## src/rtl/edge_seq_ctrl.sv

```systemverilog
// edge_seq_ctrl: sequencer for the gaussian -> sobel -> non-max edge pipeline.
// Tracks the 5-lane frame-buffer load, raster-scans the 3x3 window center,
// delays window-valid through the datapath latency into readable/out_idx and
// pulses done after the final result.
// Build option: define EDGE_SEQ_BORDER_EN to scan the full frame (including
// border pixels) and expose the pad_mask output.
module edge_seq_ctrl #(
  parameter int IMG_W    = 20,
  parameter int IMG_H    = 20,
  parameter int LANES    = 5,
  parameter int PIPE_LAT = 4
) (
  input  logic       clk,
  input  logic       reset,
  input  logic       in_valid,
  input  logic       load_end,
  input  logic       stall,
  output logic       wr_en,
  output logic [2:0] wr_strip,
  output logic [4:0] wr_col,
  output logic       win_valid,
  output logic [4:0] win_row,
  output logic [4:0] win_col,
  output logic       readable,
  output logic [8:0] out_idx,
  output logic       busy,
  output logic       done
`ifdef EDGE_SEQ_BORDER_EN
  ,
  output logic [3:0] pad_mask
`endif
);

  localparam int         STRIPS      = IMG_H / LANES;
  localparam logic [2:0] STRIP_LAST  = 3'(STRIPS - 1);
  localparam logic [4:0] WR_COL_LAST = 5'(IMG_W - 1);
`ifdef EDGE_SEQ_BORDER_EN
  localparam logic [4:0] SCAN_ROW_FIRST = 5'd0;
  localparam logic [4:0] SCAN_COL_FIRST = 5'd0;
  localparam logic [4:0] SCAN_ROW_LAST  = 5'(IMG_H - 1);
  localparam logic [4:0] SCAN_COL_LAST  = 5'(IMG_W - 1);
`else
  localparam logic [4:0] SCAN_ROW_FIRST = 5'd1;
  localparam logic [4:0] SCAN_COL_FIRST = 5'd1;
  localparam logic [4:0] SCAN_ROW_LAST  = 5'(IMG_H - 2);
  localparam logic [4:0] SCAN_COL_LAST  = 5'(IMG_W - 2);
`endif

  typedef enum logic [2:0] {
    S_IDLE,
    S_LOAD,
    S_SCAN,
    S_DRAIN,
    S_DONE
  } state_t;

  state_t              r_state;
  logic [2:0]          r_strip;
  logic [4:0]          r_col;
  logic [4:0]          r_wrow;
  logic [4:0]          r_wcol;
  logic                r_done;
  logic [PIPE_LAT-1:0] r_vld_pipe;
  logic [8:0]          r_out_idx;

  logic                w_wr_en;
  logic                w_load_last;
  logic                w_scan_last;
  logic                w_win_valid;
  logic                w_readable;
  logic [PIPE_LAT-1:0] w_vld_next;

  // The first beat is accepted straight from IDLE, so the write strobe covers both states.
  assign w_wr_en     = in_valid && (r_state == S_IDLE || r_state == S_LOAD);
  assign w_load_last = load_end || (r_strip == STRIP_LAST && r_col == WR_COL_LAST);
  assign w_scan_last = (r_wrow == SCAN_ROW_LAST) && (r_wcol == SCAN_COL_LAST);
  assign w_win_valid = (r_state == S_SCAN) && !stall;
  // Stall freezes the whole valid pipeline, so a frozen tap never fires readable.
  assign w_vld_next  = stall ? r_vld_pipe : ((r_vld_pipe << 1) | PIPE_LAT'(w_win_valid));
  assign w_readable  = r_vld_pipe[PIPE_LAT-1] && !stall;

  assign wr_en     = w_wr_en;
  assign wr_strip  = r_strip;
  assign wr_col    = r_col;
  assign win_valid = w_win_valid;
  assign win_row   = r_wrow;
  assign win_col   = r_wcol;
  assign readable  = w_readable;
  assign out_idx   = r_out_idx;
  assign busy      = (r_state != S_IDLE) && (r_state != S_DONE);
  assign done      = r_done;

  // Frame FSM: load counters, scan coordinates and the done pulse.
  always_ff @(posedge clk) begin
    if (reset) begin
      r_state <= S_IDLE;
      r_strip <= '0;
      r_col   <= '0;
      r_wrow  <= '0;
      r_wcol  <= '0;
      r_done  <= 1'b0;
    end else begin
      case (r_state)
        S_IDLE, S_LOAD: begin
          if (w_wr_en) begin
            if (w_load_last) begin
              r_state <= S_SCAN;
              r_strip <= '0;
              r_col   <= '0;
              r_wrow  <= SCAN_ROW_FIRST;
              r_wcol  <= SCAN_COL_FIRST;
            end else begin
              r_state <= S_LOAD;
              if (r_col == WR_COL_LAST) begin
                r_col   <= '0;
                r_strip <= r_strip + 3'd1;
              end else begin
                r_col <= r_col + 5'd1;
              end
            end
          end
        end
        S_SCAN: begin
          if (!stall) begin
            if (w_scan_last) begin
              r_state <= S_DRAIN;
            end else if (r_wcol == SCAN_COL_LAST) begin
              r_wcol <= SCAN_COL_FIRST;
              r_wrow <= r_wrow + 5'd1;
            end else begin
              r_wcol <= r_wcol + 5'd1;
            end
          end
        end
        S_DRAIN: begin
          // Leave as the last result is being delivered so done lands one cycle later.
          if (w_vld_next == '0) begin
            r_state <= S_DONE;
            r_done  <= 1'b1;
          end
        end
        S_DONE: begin
          r_state <= S_IDLE;
          r_done  <= 1'b0;
          r_wrow  <= '0;
          r_wcol  <= '0;
        end
        default: r_state <= S_IDLE;
      endcase
    end
  end

  // Valid pipeline tracking datapath latency, and the output raster index.
  always_ff @(posedge clk) begin
    if (reset) begin
      r_vld_pipe <= '0;
      r_out_idx  <= '0;
    end else begin
      r_vld_pipe <= w_vld_next;
      if (r_state == S_DONE) begin
        r_out_idx <= '0;
      end else if (w_readable) begin
        r_out_idx <= r_out_idx + 9'd1;
      end
    end
  end

`ifdef EDGE_SEQ_BORDER_EN
  logic [3:0] w_pad;
  logic [3:0] r_pad_pipe [PIPE_LAT];

  // Edge flags: top, bottom, left, right of the window lie outside the frame.
  assign w_pad = {r_wrow == 5'd0, r_wrow == 5'(IMG_H - 1),
                  r_wcol == 5'd0, r_wcol == 5'(IMG_W - 1)};

  // Pad flags ride alongside the valid pipeline; they are only meaningful with readable.
  always_ff @(posedge clk) begin
    if (!stall) begin
      r_pad_pipe[0] <= w_pad;
      for (int i = 1; i < PIPE_LAT; i++) begin
        r_pad_pipe[i] <= r_pad_pipe[i-1];
      end
    end
  end

  assign pad_mask = w_readable ? r_pad_pipe[PIPE_LAT-1] : 4'b0000;
`endif

endmodule

```

## config.mk

```make
export PLATFORM = sky130hd
export DESIGN_NAME = edge_seq_ctrl
export DESIGN_NICKNAME = d
export VERILOG_FILES = /design/src/rtl/edge_seq_ctrl.sv
export SDC_FILE = /design/constraint.sdc
export NUM_CORES = 1
export LEC_CHECK = 0
export BUFFER_PORTS_ARGS = -buffer_cell sky130_fd_sc_hd__buf_2
export CORE_ASPECT_RATIO = 0.8
export CORE_UTILIZATION = 58
export CTS_BUF_LIST = sky130_fd_sc_hd__clkbuf_16
export DETAILED_ROUTE_END_ITERATION = 10
export PLACE_DENSITY_LB_ADDON = 0.08
export SETUP_SLACK_MARGIN = 0.4
export SYNTH_ARGS = -nofsm -noshare
export SYNTH_HDL_FRONTEND = slang
export SYNTH_SLANG_ARGS = --single-unit
export TNS_END_PERCENT = 100
```

## constraint.sdc

```tcl
create_clock -name clk -period 3.48 [get_ports clk]
set_input_delay 0.348 -clock clk [delete_from_list [all_inputs] [get_ports clk]]
set_output_delay 0.348 -clock clk [all_outputs]
set_load 0.02 [all_outputs]
```

-- After elaboration in Yosys (flattened, before gate mapping)
Cells that the tools add are included.
- register bits after elaboration: 35
- equality and inequality tests: 16
- multiplexer cells: 23
- add/subtract/negate cells: 5
- bitwise gates (word level): 1
- reductions and logical operators: 23
- operators by type and width (operator ; count):
    5-bit two-way mux ; 10
    5-bit one-hot mux with 3 select lines ; 2
    3-bit two-way mux ; 6
    5-bit by 1-bit adder with 5-bit output, second input constant ; 3
    5-bit == test, second input constant ; 3
    2-bit != test, second input constant ; 6
    9-bit by 1-bit adder with 9-bit output, second input constant ; 1
    3-bit by 2-bit == test with 1-bit output, second input constant ; 3
    3-bit one-hot mux with 3 select lines ; 1
    1-bit logical AND ; 6
    6-bit AND reduction ; 1
    3-bit nonzero test ; 2
    5-bit AND reduction ; 1
    4-bit logical NOT ; 1
    4-bit two-way mux ; 1
    4-bit by 1-bit bitwise OR with 4-bit output ; 1
    2-bit AND reduction ; 2
    4-bit AND reduction ; 1
    2-bit nonzero test ; 2
    2-bit OR reduction ; 2
    3-bit by 1-bit adder with 3-bit output, second input constant ; 1
    3-bit by 1-bit == test with 1-bit output, second input constant ; 1
    3-bit == test, second input constant ; 1
    3-bit logical NOT ; 1
    8 further kinds ; 9

-- Depth between registers and ports, before layout
Gate-level depths: netlist of the first run.
- depth after elaboration: 7
- gate-level depth with buffers: 7
- gate-level depth less buffers: 7

-- Worst setup path after synthesis of the first run
No wires, ideal clock.
- path kind: register to register
- start: register r_wcol[1], in the netlist win_col[1]
- end: register r_wrow[0], in the netlist win_row[0]
- stages on the path, launching flop included: 7
- path buffers: 0
- required time: 3396 ps
- arrival: 1827 ps
- period minus slack after synthesis: 1911 ps
- library setup time: 84 ps
- slack: 1569 ps
- cell sequence: dfxtp_1 ha_1 nand4bb_1 o41ai_4 a31oi_4 a211o_2 o31ai_2
- longest elaborated chain between the ends: 4
- RTL lines (element ; line ; source):
    start: declaration ; 61 ; logic [4:0] r_wcol;
    start signal: assignment ; 131 ; r_wcol <= r_wcol + 5'd1;
    5-bit == test * ; 76, 127 ;
    1-bit logical AND ; 76 ; assign w_scan_last = (r_wrow == SCAN_ROW_LAST) && (r_wcol == SCAN_COL_LAST);
    2-bit != test (no line) ; - ;
    6-bit AND reduction (no line) * ; - ;
    end signal: assignment ; 129 ; r_wrow <= r_wrow + 5'd1;
    end: declaration ; 60 ; logic [4:0] r_wrow;
Every way passes the cells marked *; elsewhere a longest branch is shown, timed or not.
A chain may end at the register's enable or synchronous reset.

-- Final worst setup path of the first run
- start: register r_state[1]
- end: output win_valid
- longest elaborated chain between the ends: 2
- RTL lines (element ; line ; source):
    start: declaration ; 57 ; state_t r_state;
    start signal: assignment ; 96 ; r_state <= S_IDLE;
    start signal: assignment ; 107 ; r_state <= S_SCAN;
    start signal: assignment ; 113 ; r_state <= S_LOAD;
    3-bit by 2-bit == test with 1-bit output ; 77 ; assign w_win_valid = (r_state == S_SCAN) && !stall;
    1-bit logical AND ; 77 ;
    end: declaration ; 21 ; output logic win_valid,
No other way between the ends.

==> impl_metrics.csv, run 1 <==
group,metric,value,unit
timing,rsz0062_at_grt,"no",
hold_path,hold_depth,3,
logic_synthesis,syn-cell-area,1770,um2
logic_synthesis,ys_ff_latch,35,
run,maxCapViolCount,0,
cells_and_area,antennaDiodeCount,0,
cts,clock_path_buffers,2,
cts,cts_tree,"done",
setup_path,r2r_end,"win_row[4]",
route,drtAntennaViolNets,0,
setup_path,reg2reg_slack,1570,ps
timing,finalSetupViolCount,0,
floorplan,die_x,63.8,um
cts,root_buffer,"clkbuf_16",
status,status,"complete, no violations",
setup_path,required,3130,ps
global_routing,grt_max_degree,29,
place,post-place-ws,1580,ps
place,dp_hpwl,2710,um
timing,relSlewSlack,66.5,%
setup_path,crit_fanout,9,
timing,hold_viol_final,0,
global_routing,overflow,0,
cts,hold_buffers,0,
setup_path,r2r_start,"win_col[0]",
place,post-place-cells,265,
timing,worst_slack,1490,ps
hold_path,hp-class,"in -> reg",
floorplan,core_area,2830,um2
logic_synthesis,yosysSeqAreaShare,39.6,%
cells_and_area,drive_above_1_share,22.6,%
logic_synthesis,yosysUniqueCellTypes,47,
timing,skew,4.16,ps
setup_path,worstSetupPathType,"reg -> out",
logic_synthesis,async_flop_share,0,%
route,drc_errors,0,
timing,slew_viol_final,0,
floorplan,die_y,51.4,um
cells_and_area,fin_nets,247,
global_routing,grt_pass1_wl,6470,um
setup_path,endpoint_kind,"output port",
place,gp_congestion,0.895,
setup_path,startpoint_type,"register",
power,leakagePower,0.893,nW
route,wl_per_cell,13.6,um
timing,fin_setup_tns,0,ps
cts,postCtsSetupBuffers,0,
setup_path,reg2regPathDepth,7,
cells_and_area,fin_cells,273,
route,vias,1596,
logic_synthesis,synth_area_leaders,"dfxtp_1 40%, ha_1 5.7%, nor2_1 5.1%, a21oi_1 4.8%, xor2_1 4.0%",
logic_synthesis,yosysWarnings,0,
cells_and_area,syn2layout_area_growth,18.3,%
floorplan,fp.dieArea,3280,um2
global_routing,grt_pass1_vias,1466,
cts,cts_sinks,35,
power,ir_worst_vdd,0.000338,V
logic_synthesis,synth.avg_cell_area,8.85,um2
logic_synthesis,syn_nets,213,
cts,clk_pin_slew_worst_paths,50,ps
global_routing,grt.total_usage,25.9,%
cells_and_area,utilization,74.0,%
timing,fin_crit,1990,ps
cts,cts_buffers,5,
logic_synthesis,synth_cells,200,
cts,insertion_delay,280,ps
logic_synthesis,synth_area_leader_cell,"dfxtp_1",
logic_synthesis,synth_top_area_share,39.6,%
cts,cts.htree.levels,2,
global_routing,antenna_found_initial,0,
logic_synthesis,yosys_most_used_dff,"dfxtp_1",
timing,worstMarginPinSlew,502,ps
hold_path,hp-start,"load_end",
cts,post_cts_resized,0,
floorplan,rows,17,
floorplan,initial_core_util,62.6,%
route,first_pass_iters,4,
place,port_buffers,36,
logic_synthesis,synth_edf_count,0,
timing,post-route-period-util,57.1,%
route,drt_iter0_drc,193,
timing,max_freq,503,MHz
floorplan,pin_count,37,
setup_path,arrival,1640,ps
power,power_density,471,nW/um2
route,via_per_inst,5.85,
route,wl,3720,um
hold_path,min_to,"wr_strip[2]",
==> final cells by class <==
type	instances	area (um2)
clock inverter	3	11.3
inverter	6	22.5
clock buffer	5	125
fill	226	734
tap	38	47.5
sequential	35	701
multi-input combinational	150	1010
timing repair buffer	36	180
==> placed cells by master (no fill, tap or decap), types with 4 or more instances in the layout <==
| master | synthesis | layout |
|---|---|---|
| nand3_1 | 8 | 8 |
| or4_1 | 4 | 4 |
| buf_2 | 2 | 36 |
| dfxtp_1 | 35 | 35 |
| inv_1 | 6 | 7 |
| o21ai_0 | 8 | 8 |
| nand2_1 | 18 | 18 |
| a21oi_1 | 17 | 17 |
| ha_1 | 8 | 8 |
| nand4_1 | 5 | 5 |
| nand2b_1 | 4 | 4 |
| xor2_1 | 8 | 8 |
| clkbuf_16 | 0 | 5 |
| mux2i_1 | 4 | 4 |
| nor2_1 | 24 | 24 |
==> power breakdown <==
group / switching, W / internal (W)
clock: 0.000151 / 0.000257
sequential: 0.0000182 / 0.000416
combinational: 0.0000922 / 0.0000514
==> how the worst max path moves through the flow <==
| stage | from | to | slack (ps) |
|---|---|---|---|
| global placement | win_col[0] | win_row[0] | 1650 |
| detailed placement | win_col[0] | win_row[0] | 1580 |
| floorplan | win_col[1] | win_row[0] | 1570 |
| global route | r_state[1] | win_valid | 1430 |
| finish | r_state[1] | win_valid | 1490 |
| CTS | r_state[1] | win_valid | 1500 |
==> sequential cells by signal, indices dropped and copies added (netlist names) <==
name / count
win_col: 5
out_idx: 9
wr_col: 5
done: 1
r_state: 3
r_vld_pipe: 4
win_row: 5
wr_strip: 3
==> per-stage QoR <==
step	instance area [um2]	hold WS [ps]	total power (W)
final	2090	446	0.000985
after global routing	2090	483	0.00102
after CTS	2090	434	0.000994
after detailed placement	1960	457	0.000584
after global placement	1960	448	0.000578
after floorplan	1770	463	0.000549
==> cell families (layout without fill, tap and decap cells) <==
kind of cell,after synthesis,after routing,synth area share (%)
AO/OA/AOI/OAI,45,45,18.7
flip-flops,35,35,39.6
multiplexers,4,4,2.26
adder cells (fa/ha/maj),8,8,5.65
buffers and inverters,15,50,3.53
XOR/XNOR,10,10,4.95
AND/OR/NAND/NOR,83,83,25.4
==> Yosys cell counts, drive strengths merged (5+ instances only) <==
library cell	n
a21oi	18
clkbuf	6
nor2	24
dfxtp	35
nand3	8
o21ai	9
nand4	5
inv	6
xor2	8
nand2	18
ha	8
==> critical path, stage by stage, from the launching register on <==
cell and delay [ps]:
dfxtp_1 450, or3b_1 530, nor2_1 190, buf_2 190
==> routing by layer <==
| metal | track usage, % | share of wire (%) | vias up |
|---|---|---|---|
| met1 | 30.7 | 45 | 753 |
| met3 | 6.03 | 5.8 | 6 |
| met4 | 13.3 | 1.2 | 0 |
| met5 | 0 | 0 | - |
| li1 | - | - | 789 |
| met2 | 44.1 | 48 | 48 |
(Power assumes the default switching activity.)
==> run 2: changes to the inputs <==
CORE_UTILIZATION = 48   (was 58)
clock period = 1.69 ns   (was 3.48 ns; I/O delays follow)
==> run 2 against run 1 <==
Cell area grew 24%. Power rose by 130%. Combinational power grew to 3.3 times the previous value. Sequential cell count did not move. First-iteration DRC count is 70% lower. Via count is 7.1% higher. Clock skew rose by 3.8 ps. Critical path depth rose by 4. Sequential power increased by 110%. Largest cell class unchanged.
==> impl_metrics.csv, run 2 (synthesis gave the netlist of run 1 again) <==
group,metric,value,unit
status,status,"complete, no violations",
global_routing,grt_pass1_vias,1547,
floorplan,pin_count,37,
cells_and_area,fin_nets,273,
cells_and_area,largest_reg_flops,9,
place,dp_hpwl,3040,um
cells_and_area,fillers,256,
setup_path,crit_path_cell_trace,"inv_4 -> ha_4 -> nand4bb_4 -> o41ai_4 -> a31oi_4 -> a211o_2 -> o31ai_2",
timing,rsz0062_at_grt,"yes",
setup_path,arrival,1870,ps
timing,hold_viol_final,0,
global_routing,overflow,0,
route,wl_per_cell,15.4,um
place,placed_area,2180,um2
cells_and_area,syn2layout_area_growth,46.3,%
floorplan,die_y,56.3,um
floorplan,core_area,3470,um2
timing,post-route-period-util,99.7,%
setup_path,crit_buf_inv,1,
route,wl,4660,um
setup_path,startpoint_type,"register",
timing,finalSetupViolCount,0,
cts,cts_buffers,5,
route,drc_errors,0,
floorplan,initial_core_util,51.0,%
setup_path,worstSetupPathType,"reg -> reg",
cts,cts_tree,"done",
cts,insertion_delay,270,ps
route,via_per_inst,5.64,
power,power_density,893,nW/um2
setup_path,cp_slowest_stage_delay,350,ps
cells_and_area,drive_above_1_share,49.0,%
timing,slew_viol_final,0,
timing,fin_crit,1690,ps
cts,cts.htree.levels,2,
cells_and_area,final_cell_mix,"33 x buf_2, 25 x buf_4, 20 x dfxtp_1",
timing,relSlewSlack,69.9,%
cells_and_area,final_common_cell,"buf_2",
cts,cts_sinks,35,
setup_path,cp_top_family,"compound AO/OA/AOI/OAI gates",
route,drt_iter0_drc,58,
global_routing,grt_pass1_wl,7070,um
cells_and_area,stdcell_area,2590,um2
floorplan,fp.dieArea,3940,um2
setup_path,critPathSlowestCell,"dfxtp_4",
timing,worstMarginPinSlew,449,ps
global_routing,antenna_found_initial,0,
floorplan,die_x,69.9,um
floorplan,rows,19,
place,port_buffers,36,
timing,max_freq,593,MHz
cts,clock_path_buffers,2,
cts,hold_buffers,0,
place,gp_congestion,0.874,
cts,clk_pin_slew_worst_paths,60,ps
global_routing,grt_max_degree,16,
global_routing,grt.total_usage,22.5,%
cts,root_buffer,"clkbuf_16",
hold_path,hp-class,"in -> reg",
cells_and_area,antennaDiodeCount,0,
route,first_pass_iters,4,
route,vias,1710,
setup_path,required,1870,ps
setup_path,crit_fanout,7,
power,power,0.00231,W
setup_path,endpoint_kind,"register",
run,maxCapViolCount,0,
route,drtAntennaViolNets,0,
timing,skew,7.95,ps
power,ir_worst_vdd,0.000654,V
power,leakagePower,1.07,nW
run 2: timing repair:
action                     CTS  global route
buffers inserted             5             7
gates resized for setup     21            24
setup endpoints to repair   26            33
pin swaps                   12            10
run 2: worst paths after layout:
path | slack (ps) | depth (start not counted) | from | end
setup / recovery | 5 | 7 | win_col[0] | win_row[0]
hold / removal | 270 | 2 | reset | wr_col[1]
setup reg to reg | 5 | 7 | win_col[0] | win_row[0]
hold reg to reg | 460 | 2 | done | done
run 2: report_power, final:
part	switching [W]	leakage, nW	internal, W
sequential	0.0000442	0.293	0.000858
clock	0.000317	0.0846	0.000624
combinational	0.000254	0.697	0.000214
run 2: routing by layer:
layer / vias up / track usage, % / share of wire, % / wire length [um]
met5: - / 0 / 0 / 0
met4: 0 / 4.57 / 0.39 / 18
met3: 2 / 4.49 / 4.7 / 217
met2: 43 / 38.2 / 50 / 2310
met1: 830 / 29.7 / 45 / 2120
li1: 835 / - / - / -
run 2: layout make-up:
cell class,instances,area [um2],area share [%]
well taps,42,52.6,2.03
repair buffers,62,398,15.4
clock inverters,2,7.51,0.290
multi-input cells,150,1210,46.9
flip-flops and latches,35,739,28.6
clock buffers,6,150,5.80
inverters,6,27.5,1.06
run 2: stage by stage:
stage	util, %	std cells	hold WS [ps]	worst slack [ps]	TNS, ps
after floorplan	-	200	344	69.8	0
after CTS	70.5	296	252	5.32	0
after global routing	74.6	303	277	-45.3	-141
final	74.6	303	272	4.95	0
after detailed placement	62.8	283	459	9.55	0
after global placement	62.8	283	446	-9.72	-9.72
==> run 3: changes to the inputs <==
==> constraint.sdc (replaced) <==
create_clock -name clk -period 1.69 [get_ports clk]
set_input_delay 0.169 -clock clk [delete_from_list [all_inputs] [get_ports clk]]
set_output_delay 0.169 -clock clk [all_outputs]
set_load 0.005 [all_outputs]
==> run 3 against run 2 <==
The run now ends with negative setup slack left. Cell area is 3.5% higher. Sequential power down 1%. Register-to-register slack about the same. Utilization rose by 2.6 points. Hold slack got worse by 31 ps. Power is 2.6% lower. Routed wire length grew 2.2%. Via count increased by 4.4%. Clock power fell by 7.8%. Die area is the same. Largest cell class unchanged.
==> impl_metrics.csv, run 3 (synthesis gave the netlist of run 1 again) <==
group,metric,value,unit
global_routing,overflow,0,
hold_path,hold_depth,3,
floorplan,initial_core_util,51.0,%
hold_path,hp-class,"in -> reg",
global_routing,grt_pass1_wl,7600,um
place,dp_hpwl,2860,um
cells_and_area,antennaDiodeCount,0,
floorplan,die_x,69.9,um
timing,rsz0062_at_grt,"yes",
setup_path,endpoint_kind,"register",
power,power_density,840,nW/um2
timing,max_freq,590,MHz
cts,clk_pin_slew_worst_paths,50,ps
floorplan,core_area,3470,um2
timing,post-route-period-util,100,%
cts,cts_sinks,35,
setup_path,cp_top_family,"compound AO/OA/AOI/OAI gates",
place,port_buffers,36,
setup_path,required,1890,ps
run,maxCapViolCount,0,
setup_path,crit_path_cell_trace,"inv_2 -> ha_4 -> nand4bb_4 -> o41ai_4 -> buf_4 -> a31oi_4 -> a211o_2 -> o31ai_2",
global_routing,grt_pass1_vias,1679,
status,status,"complete, but fails checks",
timing,worst_slack,-3.75,ps
setup_path,reg2regPathDepth,8,
global_routing,grt.total_usage,24.3,%
setup_path,critPathSlowestCell,"a211o_2",
cts,insertion_delay,280,ps
cells_and_area,syn2layout_area_growth,51.4,%
setup_path,cp_slowest_stage_delay,330,ps
route,drtAntennaViolNets,0,
timing,finalSetupViolCount,1,
cells_and_area,final_common_cell,"buf_2",
cells_and_area,final_cell_mix,"36 x buf_2, 33 x buf_4, 27 x dfxtp_1",
floorplan,fp.dieArea,3940,um2
route,via_per_inst,5.69,
setup_path,crit_buf_inv,2,
setup_path,r2r_start,"win_col[0]",
setup_path,arrival,1890,ps
route,drt_iter0_drc,73,
floorplan,pin_count,37,
route,first_pass_iters,4,
setup_path,r2r_end,"win_row[0]",
hold_path,min_to,"r_state[1]",
setup_path,reg2reg_slack,-4,ps
timing,skew,3.66,ps
global_routing,antenna_found_initial,0,
floorplan,rows,19,
setup_path,crit_fanout,5,
status,violations,"negative setup slack",
timing,relSlewSlack,60.5,%
hold_path,hp-start,"in_valid",
cts,root_buffer,"clkbuf_16",
place,gp_congestion,0.919,
route,wl,4770,um
global_routing,grt_max_degree,29,
power,ir_worst_vdd,0.000646,V
route,wl_per_cell,15.2,um
place,post-place-ws,-13.1,ps
cts,clock_path_buffers,2,
power,power,0.00225,W
route,vias,1786,
route,drc_errors,0,
cells_and_area,largest_reg_flops,9,
timing,hold_viol_final,0,
cts,cts.htree.levels,2,
setup_path,worstSetupPathType,"reg -> reg",
timing,worstMarginPinSlew,592,ps
power,leakagePower,1.11,nW
cts,cts_tree,"done",
cts,cts_buffers,5,
floorplan,die_y,56.3,um
timing,slew_viol_final,0,
cells_and_area,fin_nets,284,
timing,fin_crit,1690,ps
setup_path,startpoint_type,"register",
cells_and_area,drive_above_1_share,51.1,%
-- run 3: timing repair --
action | CTS | global route
gates resized for setup | 34 | 29
hold buffers | 0 | 0
hold endpoints to repair | 0 | 0
pin swaps | 16 | 13
setup buffers | 14 | 3
setup endpoints to repair | 28 | 30
cloned | 1 | 0
-- run 3: final cells by class --
class	instances	area (um2)
inverters	6	22.5
clock buffers	5	125
flip-flops and latches	35	718
well taps	42	52.6
clock inverters	3	16.3
repair buffers	72	462
multi-input cells	151	1280
fillers	232	791
-- run 3: stage by stage --
step / std cells / utilization, % / TNS [ps] / hold WS, ps / instance area [um2]
6_report: 314 / 77.2 / -3.75 / 241 / 2680
5_1_grt: 314 / 77.2 / -408 / 241 / 2680
4_1_cts: 311 / 72.8 / 0 / 274 / 2530
3_5_place_dp: 288 / 61.8 / -13.1 / 458 / 2140
3_3_place_gp: 288 / 61.8 / 0 / 449 / 2140
2_1_floorplan: 200 / - / 0 / 352 / 1830
-- run 3: layer usage --
| metal | GRT usage (%) | part of all wire (%) |
|---|---|---|
| met1 | 30.7 | 44 |
| met2 | 38.9 | 50 |
| met3 | 6.82 | 4.3 |
| met4 | 10.9 | 2.3 |
| met5 | 0 | 0 |
-- run 3: worst reg2reg max path, stage by stage (launching register included) --
cell	delay, ps
dfxtp_2	320
inv_2	70
ha_4	140
nand4bb_4	140
o41ai_4	240
buf_4	200
a31oi_4	120
a211o_2	330
o31ai_2	50
-- run 3: worst max path at each step --
stage	start	endpoint	slack (ps)	cells past startpoint
after floorplan	r_state[2]	win_col[1]	70	6
after global placement	wr_col[1]	win_row[2]	40	6
after detailed placement	win_row[0]	win_row[0]	-10	7
after CTS	win_col[0]	win_row[0]	20	8
after global routing	win_col[0]	win_row[0]	-80	8
final	win_col[0]	win_row[0]	-4	8
-- run 3: where the power goes --
part           internal (W)  total, W  switching (W)
combinational      0.000235  0.000491       0.000256
clock              0.000537  0.000868       0.000331
sequential         0.000858  0.000894      0.0000354
